**src/rtl/sine_nco_core.sv**
```systemverilog
// Sine NCO: phase accumulator, 64-entry quarter-wave ROM with quadrant folding,
// and a two-stage registered output with valid and wrap strobes.
module sine_nco_core #(
  parameter int unsigned ACC_W   = 16,
  parameter int unsigned FCW_RST = 256
) (
  input  logic             clk,
  input  logic             rst_n,
  input  logic             en,
  input  logic [ACC_W-1:0] fcw_in,
  input  logic             fcw_wr,
  input  logic             phase_clr,
  output logic [7:0]       sample_out,
  output logic             sample_valid,
  output logic             phase_wrap
);

  localparam int unsigned AMP_W = 7;

  logic [ACC_W-1:0] acc;
  logic [ACC_W-1:0] fcw;
  logic [ACC_W:0]   sum;
  logic [7:0]       phase;
  logic [5:0]       idx;
  logic [AMP_W-1:0] rom_amp;
  logic [AMP_W-1:0] amp;
  logic             neg;
  logic             v1;
  logic             wrap1;

  // Next phase with carry; odd quadrants read the quarter table mirrored
  always_comb begin
    sum   = {1'b0, acc} + {1'b0, fcw};
    phase = acc[ACC_W-1 -: 8];
    idx   = phase[6] ? ~phase[5:0] : phase[5:0];
  end

  // round(127*sin(pi/2*(k+0.5)/64)), k = 0..63
  always_comb begin
    rom_amp = 7'd127;
    case (idx)
      6'd0:  rom_amp = 7'd2;   6'd1:  rom_amp = 7'd5;   6'd2:  rom_amp = 7'd8;   6'd3:  rom_amp = 7'd11;
      6'd4:  rom_amp = 7'd14;  6'd5:  rom_amp = 7'd17;  6'd6:  rom_amp = 7'd20;  6'd7:  rom_amp = 7'd23;
      6'd8:  rom_amp = 7'd26;  6'd9:  rom_amp = 7'd29;  6'd10: rom_amp = 7'd32;  6'd11: rom_amp = 7'd35;
      6'd12: rom_amp = 7'd38;  6'd13: rom_amp = 7'd41;  6'd14: rom_amp = 7'd44;  6'd15: rom_amp = 7'd47;
      6'd16: rom_amp = 7'd50;  6'd17: rom_amp = 7'd53;  6'd18: rom_amp = 7'd56;  6'd19: rom_amp = 7'd58;
      6'd20: rom_amp = 7'd61;  6'd21: rom_amp = 7'd64;  6'd22: rom_amp = 7'd67;  6'd23: rom_amp = 7'd69;
      6'd24: rom_amp = 7'd72;  6'd25: rom_amp = 7'd74;  6'd26: rom_amp = 7'd77;  6'd27: rom_amp = 7'd79;
      6'd28: rom_amp = 7'd82;  6'd29: rom_amp = 7'd84;  6'd30: rom_amp = 7'd86;  6'd31: rom_amp = 7'd89;
      6'd32: rom_amp = 7'd91;  6'd33: rom_amp = 7'd93;  6'd34: rom_amp = 7'd95;  6'd35: rom_amp = 7'd97;
      6'd36: rom_amp = 7'd99;  6'd37: rom_amp = 7'd101; 6'd38: rom_amp = 7'd103; 6'd39: rom_amp = 7'd105;
      6'd40: rom_amp = 7'd106; 6'd41: rom_amp = 7'd108; 6'd42: rom_amp = 7'd110; 6'd43: rom_amp = 7'd111;
      6'd44: rom_amp = 7'd113; 6'd45: rom_amp = 7'd114; 6'd46: rom_amp = 7'd115; 6'd47: rom_amp = 7'd117;
      6'd48: rom_amp = 7'd118; 6'd49: rom_amp = 7'd119; 6'd50: rom_amp = 7'd120; 6'd51: rom_amp = 7'd121;
      6'd52: rom_amp = 7'd122; 6'd53: rom_amp = 7'd123; 6'd54: rom_amp = 7'd124; 6'd55: rom_amp = 7'd124;
      6'd56: rom_amp = 7'd125; 6'd57: rom_amp = 7'd125; 6'd58: rom_amp = 7'd126; 6'd59: rom_amp = 7'd126;
      6'd60: rom_amp = 7'd127; 6'd61: rom_amp = 7'd127; 6'd62: rom_amp = 7'd127; 6'd63: rom_amp = 7'd127;
      default: rom_amp = 7'd127;
    endcase
  end

  // Phase accumulator; a same-edge FCW write only affects later increments
  always_ff @(posedge clk) begin
    if (!rst_n) begin
      acc <= '0;
      fcw <= ACC_W'(FCW_RST);
    end else begin
      if (fcw_wr) fcw <= fcw_in;
      if (phase_clr)  acc <= '0;
      else if (en)    acc <= sum[ACC_W-1:0];
    end
  end

  // Stage 1: table lookup on the pre-increment phase
  always_ff @(posedge clk) begin
    if (!rst_n) begin
      v1    <= 1'b0;
      wrap1 <= 1'b0;
      amp   <= '0;
      neg   <= 1'b0;
    end else begin
      v1 <= en;
      if (en) begin
        amp   <= rom_amp;
        neg   <= phase[7];
        wrap1 <= sum[ACC_W];
      end
    end
  end

  // Stage 2: offset-binary output, held between valid samples
  always_ff @(posedge clk) begin
    if (!rst_n) begin
      sample_out   <= 8'd128;
      sample_valid <= 1'b0;
      phase_wrap   <= 1'b0;
    end else begin
      sample_valid <= v1;
      phase_wrap   <= v1 & wrap1;
      if (v1) sample_out <= neg ? 8'(7'd127 - amp) : 8'(8'd128 + 8'(amp));
    end
  end

endmodule

```
**config.mk**
```make
export PLATFORM = sky130hd
export DESIGN_NAME = sine_nco_core
export DESIGN_NICKNAME = d
export VERILOG_FILES = /design/src/rtl/sine_nco_core.sv
export SDC_FILE = /design/constraint.sdc
export NUM_CORES = 1
export LEC_CHECK = 0
export CAP_MARGIN = 5
export CORE_MARGIN = 3
export CORE_UTILIZATION = 40
export CTS_BUF_LIST = sky130_fd_sc_hd__clkbuf_2
export CTS_CLUSTER_SIZE = 28
export DETAILED_ROUTE_END_ITERATION = 10
export PLACE_DENSITY_LB_ADDON = 0.15
export SYNTH_ARGS = -nofsm -noshare
export SYNTH_HDL_FRONTEND = slang
export SYNTH_SLANG_ARGS = --single-unit
```
**constraint.sdc**
```tcl
create_clock -name clk -period 2.35 [get_ports clk]
set_input_delay 0.47 -clock clk [delete_from_list [all_inputs] [get_ports clk]]
set_output_delay 0.47 -clock clk [all_outputs]
set_load 0.05 [all_outputs]
```
# Word-level counts from Yosys, hierarchy flattened
# Memory sizes are Yosys's and may differ from the RTL's. A register that Yosys moved wholly into a read port is not among the register bits.
# Index checks and enable logic that the tools add are counted.
# op_classes
n_bitwise	3
mux	2
n_addsub	3
reduce_logical	2
# ops
operator	count
16-bit by 16-bit adder with 17-bit output	1
8-bit by 7-bit adder with 8-bit output, first input constant	1
8-bit 2-to-1 mux	1
7-bit by 7-bit subtractor with 8-bit output, first input constant	1
6-bit 2-to-1 mux	1
6-bit inverter	1
2-bit OR reduction	1
1-bit AND	1
1-bit zero test	1
1-bit inverter	1
# word_totals
elab_cells	19
n_memories	1
inputBits	21
register_bits	45
mem_bits_ro	448
# memory_table
memory	depth	width	rd	rd_clocked_by_memory_dff	write_ports	line	rtl
(name not given)	64	7	1	1	0	41	case (idx)

# Longest topological paths before layout
# depth
word_depth	2
mapped_depth	11

# Least setup slack after synthesis
# No wires, ideal clock.
# synth_timing
kind	reg-to-reg
startpoint	register acc[14]
endpoint	register amp[0]
stages_incl_launch_ff	12
required_time_ps	2234
arrival_time_ps	2432
path_slack_ps	-198
path_cell_list	dfxtp_1 -> clkbuf_1 -> clkbuf_1 -> xnor2_1 -> inv_1 -> ha_1 -> nand2b_1 -> and3_1 -> nor4_1 -> a211o_1 -> a21boi_0 -> a31o_2
# synth_via
elab_chain_len	1
# synth_rtl
item	line	rtl
from (decl)	20	logic [ACC_W-1:0] acc;
from (signal assigned)	70	else if (en) acc <= sum[ACC_W-1:0];
6-bit 2-to-1 mux	35	idx = phase[6] ? ~phase[5:0] : phase[5:0];
to (decl)	26	logic [AMP_W-1:0] amp;
# Every way passes these cells.
# A chain may end at the register's enable or synchronous reset.

# Worst setup path in the final report
# layout_timing
startpoint	register fcw[0]
endpoint	register acc[12]
# layout_via
elab_chain_len	1
# layout_rtl
item	line	rtl
from (decl)	21	logic [ACC_W-1:0] fcw;
from (signal assigned)	66	fcw <= ACC_W'(FCW_RST);
from (signal assigned)	68	if (fcw_wr) fcw <= fcw_in;
16-bit by 16-bit adder with 17-bit output	33	sum = {1'b0, acc} + {1'b0, fcw};
# Every way passes these cells.

==> metrics.cfg <==
[status]
outcome = finished clean

[placement]
gp_congestion = 0.858
io_buffer_count = 30
post_dp_cell_area_um2 = 4350
place_hpwl_um = 7060

[clocking]
cts_tree = built
cts-root-buf = clkbuf_2
clockBufferDepth = 2
cts_buffers = 5
h-tree-depth = 2
cts.sinks = 52
clk_pin_slew_ns = 0.29
insertion_delay_ns = 0.45

[floorplan]
fp.dieW_um = 104
rows = 34
ios = 31
initial_utilization = 0.424
core_area_um2 = 8980
fp.dieH_um = 104
design.die.area_um2 = 10700

[route]
routedWlPerCell_um = 15.3
drtIter0Drc = 77
routed-wl-met3_um = 359
drc_errors = 0
dr.max_layer_used = met4
firstDrtPassIters = 4
via_count = 3473
viasPerCell = 5.55
wl_met1_um = 4330
wirelength_um = 9570
antenna_left = 0
wl_met2_um = 4680

[sta]
fin_crit_sh = 0.990
setup-tns-final_ns = 0
clock.fmax_ghz = 0.430
worstMarginPinSlew_ns = 0.572
grt_setup_unrepaired = true
slew_headroom = 0.618
setup_viol = 0
hold_viol = 0
skew_ns = 0.0300
fin_crit_ns = 2.33
maxSlewViolCount = 0

[power_and_ir_drop]
power_leakage_nw = 1.88
p_per_area_nw_per_um2 = 450
peakVddDrop_mv = 0.281

[yosys]
synth_seq_cells = 52
ys.flop_type = dfxtp_1
yosys-top-cells-count = 52 x dfxtp_1, 40 x nand2_1, 33 x o21ai_0
synth_area_leaders = dfxtp_1 27%, ha_1 8.2%, mux2i_1 7.6%
synth.distinct_cells = 60
syn_avg_cell_area_um2 = 8.13
yosys_warnings = 0
netlist_area_um2 = 3810
syn-num-nets = 515
synth_edf_count = 0
synthCells = 468
yosys.area.top_type = dfxtp_1
ys_seq_area_frac = 0.274
synth.most_common_cell = dfxtp_1
post-synth-top-area-fraction = 0.274
synthArstFlopShare = 0

[setup_path]
critPathKind = register to register
critPathRequiredTime_ns = 2.74
cp-end-kind = register
arrival_ns = 2.72
startpoint_type = register
critPathMaxFanout = 4

[cells_and_area]
post_route_cells_drive_above_1_share = 0.122
diodes = 0
n_fill_cell = 888
fin_nets = 546
syn_to_final_growth_pct = 18.7
design_area_um2 = 4520

[min_path]
holdCritPathClass = register to register

[global_route]
grt_pass1_wl_um = 16300
grt.overflow.total = 0
grt_pass1_vias = 3352
track_usage = 0.180
antenna_found_initial = 0
grt_max_degree = 39

[flow_run]
drv_cap = 0

-- kinds of logic (layout without fill, tap and decap cells) --
kind of cell / Yosys count / in the layout / synth area share
adder cells (fa/ha/maj): 26 / 26 / 0.0874
AO/OA/AOI/OAI: 144 / 144 / 0.260
buffers and inverters: 46 / 78 / 0.0487
multiplexers: 31 / 31 / 0.0822
XOR/XNOR: 21 / 21 / 0.0483
AND/OR/NAND/NOR: 148 / 148 / 0.200
flip-flops: 52 / 52 / 0.274
-- path summary, 6_finish.rpt --
check | start | endpoint | cells past startpoint | slack (ns)
setup reg to reg | fcw[0] | acc[12] | 8 | 0.02
hold reg to reg | amp[4] | amp[4] | 2 | 0.51
setup / recovery | fcw[0] | acc[12] | 8 | 0.02
hold / removal | amp[4] | amp[4] | 2 | 0.51
-- cell type report --
class | count | area (µm²) | area share
repair buffers | 62 | 553 | 0.122
well taps | 126 | 158 | 0.0349
inverters | 8 | 30.0 | 0.00664
clock buffers | 5 | 25.0 | 0.00554
clock inverters | 3 | 68.8 | 0.0152
multi-input cells | 370 | 2640 | 0.584
flip-flops and latches | 52 | 1050 | 0.231
-- per-stage QoR --
| stage | worst slack [ns] | util | hold WS, ns | power (W) | std cells |
|---|---|---|---|---|---|
| CTS | 0.0180 | 0.496 | 0.510 | 0.00205 | 623 |
| global placement | 0.0741 | 0.484 | 0.461 | 0.00144 | 615 |
| global route | -0.0961 | 0.503 | 0.525 | 0.00216 | 626 |
| floorplan | 0.0565 | - | 0.446 | 0.00129 | 468 |
| detailed placement | -0.00896 | 0.484 | 0.470 | 0.00145 | 615 |
| finish | 0.0238 | 0.503 | 0.512 | 0.00204 | 626 |
-- what timing repair did --
action / 4_1_cts / 5_1_grt
hold buffers: 0 / 0
resized for setup: 3 / 10
pin swaps: 0 / 7
buffers inserted: 0 / 3
setup endpoints to repair: 3 / 10
-- metal layers --
layer  global-route usage  vias to the layer above
met5                    0                        -
met3               0.0305                       17
met1                0.237                     1623
li1                     -                     1762
met2                0.302                       71
met4               0.0551                        0
-- power by group --
group | total [W] | internal, W | leakage, nW | switching (W)
registers | 0.000962 | 0.000928 | 0.428 | 0.0000341
logic | 0.000477 | 0.000218 | 1.40 | 0.000259
clock network | 0.000597 | 0.000290 | 0.0536 | 0.000307
-- placed cells by master (no fill, tap or decap), drive strengths merged, types with 4 or more instances in the layout --
cell,netlist,final
dfxtp,52,52
nand2,40,40
o21ai,33,33
nor2b,32,32
buf,10,32
clkdlybuf4s50,0,30
mux2i,29,29
a21oi,29,29
nor2,27,27
ha,25,25
xnor2,13,13
nand2b,11,11
a21o,10,10
o211a,9,9
inv,8,9
xor2,8,8
nand3,8,8
a211oi,8,8
o21a,7,7
nor3,5,5
o22ai,5,5
clkbuf,28,5
o211ai,5,5
and2,4,4
nor4,4,4
-- flip-flops by register name, summed over array words and instances, names as in the netlist --
signal,cells
acc,16
fcw,16
amp,7
v1,1
sample_out,8
sample_valid,1
wrap1,1
neg,1
phase_wrap,1
-- critical path, stage by stage, from the launching register on --
cell,delay (ns)
dfxtp_2,0.41
ha_4,0.16
fa_2,0.41
a21oi_2,0.18
nand4bb_1,0.16
o211ai_2,0.11
a221o_1,0.42
or3_1,0.33
o311ai_1,0.07
No activity file was read; power rests on OpenSTA's default activity.
==> RTL edit: new RTL, config.mk and constraints unchanged <==
Put one more register stage on the output `sample_out`, without a reset. The value now appears one clock later. The other outputs are not delayed to match.
--- a/src/rtl/sine_nco_core.sv
+++ b/src/rtl/sine_nco_core.sv
@@ -17,4 +17,6 @@
 
   localparam int unsigned AMP_W = 7;
+
+  logic [7:0] sample_s0;
 
   logic [ACC_W-1:0] acc;
@@ -92,5 +94,5 @@
   always_ff @(posedge clk) begin
     if (!rst_n) begin
-      sample_out   <= 8'd128;
+      sample_s0    <= 8'd128;
       sample_valid <= 1'b0;
       phase_wrap   <= 1'b0;
@@ -98,6 +100,10 @@
       sample_valid <= v1;
       phase_wrap   <= v1 & wrap1;
-      if (v1) sample_out <= neg ? 8'(7'd127 - amp) : 8'(8'd128 + 8'(amp));
+      if (v1) sample_s0 <= neg ? 8'(7'd127 - amp) : 8'(8'd128 + 8'(amp));
     end
+  end
+
+  always_ff @(posedge clk) begin
+    sample_out <= sample_s0;
   end
 
Function: changed (Yosys sat finds a counterexample within 4 cycles, from zero or initial values and one cycle with rst_n low).
==> RTL edit against the unedited design <==
Final cell count increased by 2.4%; critical path depth decreased by 1; routed wire length grew 0.69%; die area up 4.6%; clock skew decreased by 0.021 ns; setup slack gained 0.086 ns; sequential cell count increased by 8; power increased by 15%; area after synthesis is 4.8% higher; final area grew 2.6%; global-route usage decreased by 0.75 points; critical path type unchanged.
==> RTL edit: results (changes against the unedited design) <==
----------------------------------------------------
[Worst hold path]
  Min-Delay Endpoint ... sample_out[6]$_DFF_P_

[Route]
  Via density per instance ... 5.63 (+1.6%)
  1st-iter DRT viols ... 289 (+280%)
  Total vias in the final route ... 3612 (+4.0%)
  Total wirelength of the detailed-routed design ... 9630 um (+0.69%)

[Cells and area]
  Share of the final layout cell area in sequential cells ... 26.0% (+2.8 points)
  Final-layout non-clock buffer area share ... 10.1% (-2.1 points)
  Non-clk invs ... 11 (+3)
  Registers with the most flip-flops ... acc x16, fcw x16
  #MultiIn Comb ... 374 (+1.1%)
  Fraction of area in clock buffers and inverters ... 3.10% (+1.0 points)
  Proportion of layout cells with a drive suffix above 1 ... 11.5% (-0.68 points)
  Clock buffer cells ... 9 (+4)
  Combined area of the multi-input logic cells ... 2620 um2 (-0.85%)

[Worst setup path]
  Capturing point of the worst reg2reg path ... amp[0]$_SDFFE_PN0P_
  Critical Path Source ... acc[14]$_SDFFE_PP0P_
  Worst-path fanout max ... 9 (+5)
  Slowest library cell on the worst path ... sky130_fd_sc_hd__mux4_2
  Length in cells of the worst reg-to-reg path ... 7 (-1)

[Timing]
  Transition time at the pin with the least slew margin ... 0.514 ns (-0.0578 ns)
  Final setup skew ... 0.00899 ns (-0.0210 ns)
  Hold WS ... 0.364 ns (-0.147 ns)

[Synth]
  Cell types with the highest counts after synthesis ... sky130_fd_sc_hd__dfxtp_1, sky130_fd_sc_hd__nand2_1, sky130_fd_sc_hd__nor2_1, sky130_fd_sc_hd__a21oi_1, sky130_fd_sc_hd__o21ai_0
  Post-synth net total ... 528 (+2.5%)
  Fraction of the yosys area taken by sequential cells ... 30.1% (+2.8 points)

[Global routing]
  Overall Global Routing Usage ... 17.2% (-0.75 points)

[CTS]
  Clock-pin slew reported for the worst setup and hold paths after clock tree synthesis ... 0.18 ns (-0.11 ns)
  Worst-skew pair later-pin latency ... 0.50 ns (+0.05 ns)

[Power]
  Worst IR Drop VDD ... 0.000290 V (+3.0%)
  PnR Total Power ... 2.33 mW (+15%)
  Leakage power summed over all cells ... 1.89 nW (+0.60%)
  Reported sequential group power ... 1.10 mW (+14%)

[Status]
  Status ... finished clean

[Place]
  Worst-case setup slack after placement ... 0.00415 ns (+0.0131 ns)
  Placed Area ... 4460 um2 (+2.6%)
  Sum of net half-perimeters after detailed placement ... 7100 um (+0.59%)
  Placed Instances ... 624 (+1.5%)

----------------------------------------------------
## RTL edit: cell types whose count changed after synthesis, sizes merged, moves of 4 or more
cell,before,now
nor2,27,35
o22ai,5,10
nand2b,11,7
buf,10,20
nor2b,32,27
clkbuf,28,16
a21oi,29,34
dfxtp,52,60
nor4,4,0
xnor2,13,17
mux2i,29,25
## RTL edit: cell families (layout without fill, tap and decap cells)
group | Yosys count | count (layout) | share of synthesized area [%]
compound gates | 142 | 142 | 24.0
xor+xnor | 22 | 22 | 5.02
fa+ha+maj | 26 | 26 | 8.34
buf+inv | 47 | 78 | 5.39
flops | 60 | 60 | 30.1
mux | 28 | 28 | 7.40
simple gates | 156 | 156 | 19.8
## RTL edit: layer usage
metal	wire length (um)	global-route usage [%]	vias up	share of wire, %
met5	0	0	-	0
met4	179	5.00	0	1.9
met3	497	4.10	13	5.2
met2	4230	26.3	98	44
met1	4720	24.2	1700	49
li1	-	-	1801	-
## RTL edit: worst max-delay path by stage
| stage | slack, ns | depth (start not counted) | endpoint |
|---|---|---|---|
| 3_3_place_gp | 0.07 | 8 | acc[14]$_SDFFE_PP0P_ |
| 4_1_cts | 0.02 | 8 | acc[14]$_SDFFE_PP0P_ |
| 3_5_place_dp | 0.004 | 8 | wrap1$_SDFFE_PN0P_ |
| 2_1_floorplan | 0.03 | 10 | amp[0]$_SDFFE_PN0P_ |
| 6_report | 0.11 | 7 | amp[0]$_SDFFE_PN0P_ |
| 5_1_grt | 0.01 | 8 | amp[0]$_SDFFE_PN0P_ |
## RTL edit: repair_timing
item	in CTS	in global routing
resized for setup	1	6
buffers inserted	1	0
pin swaps	1	2
endpoints found under the setup margin	2	9
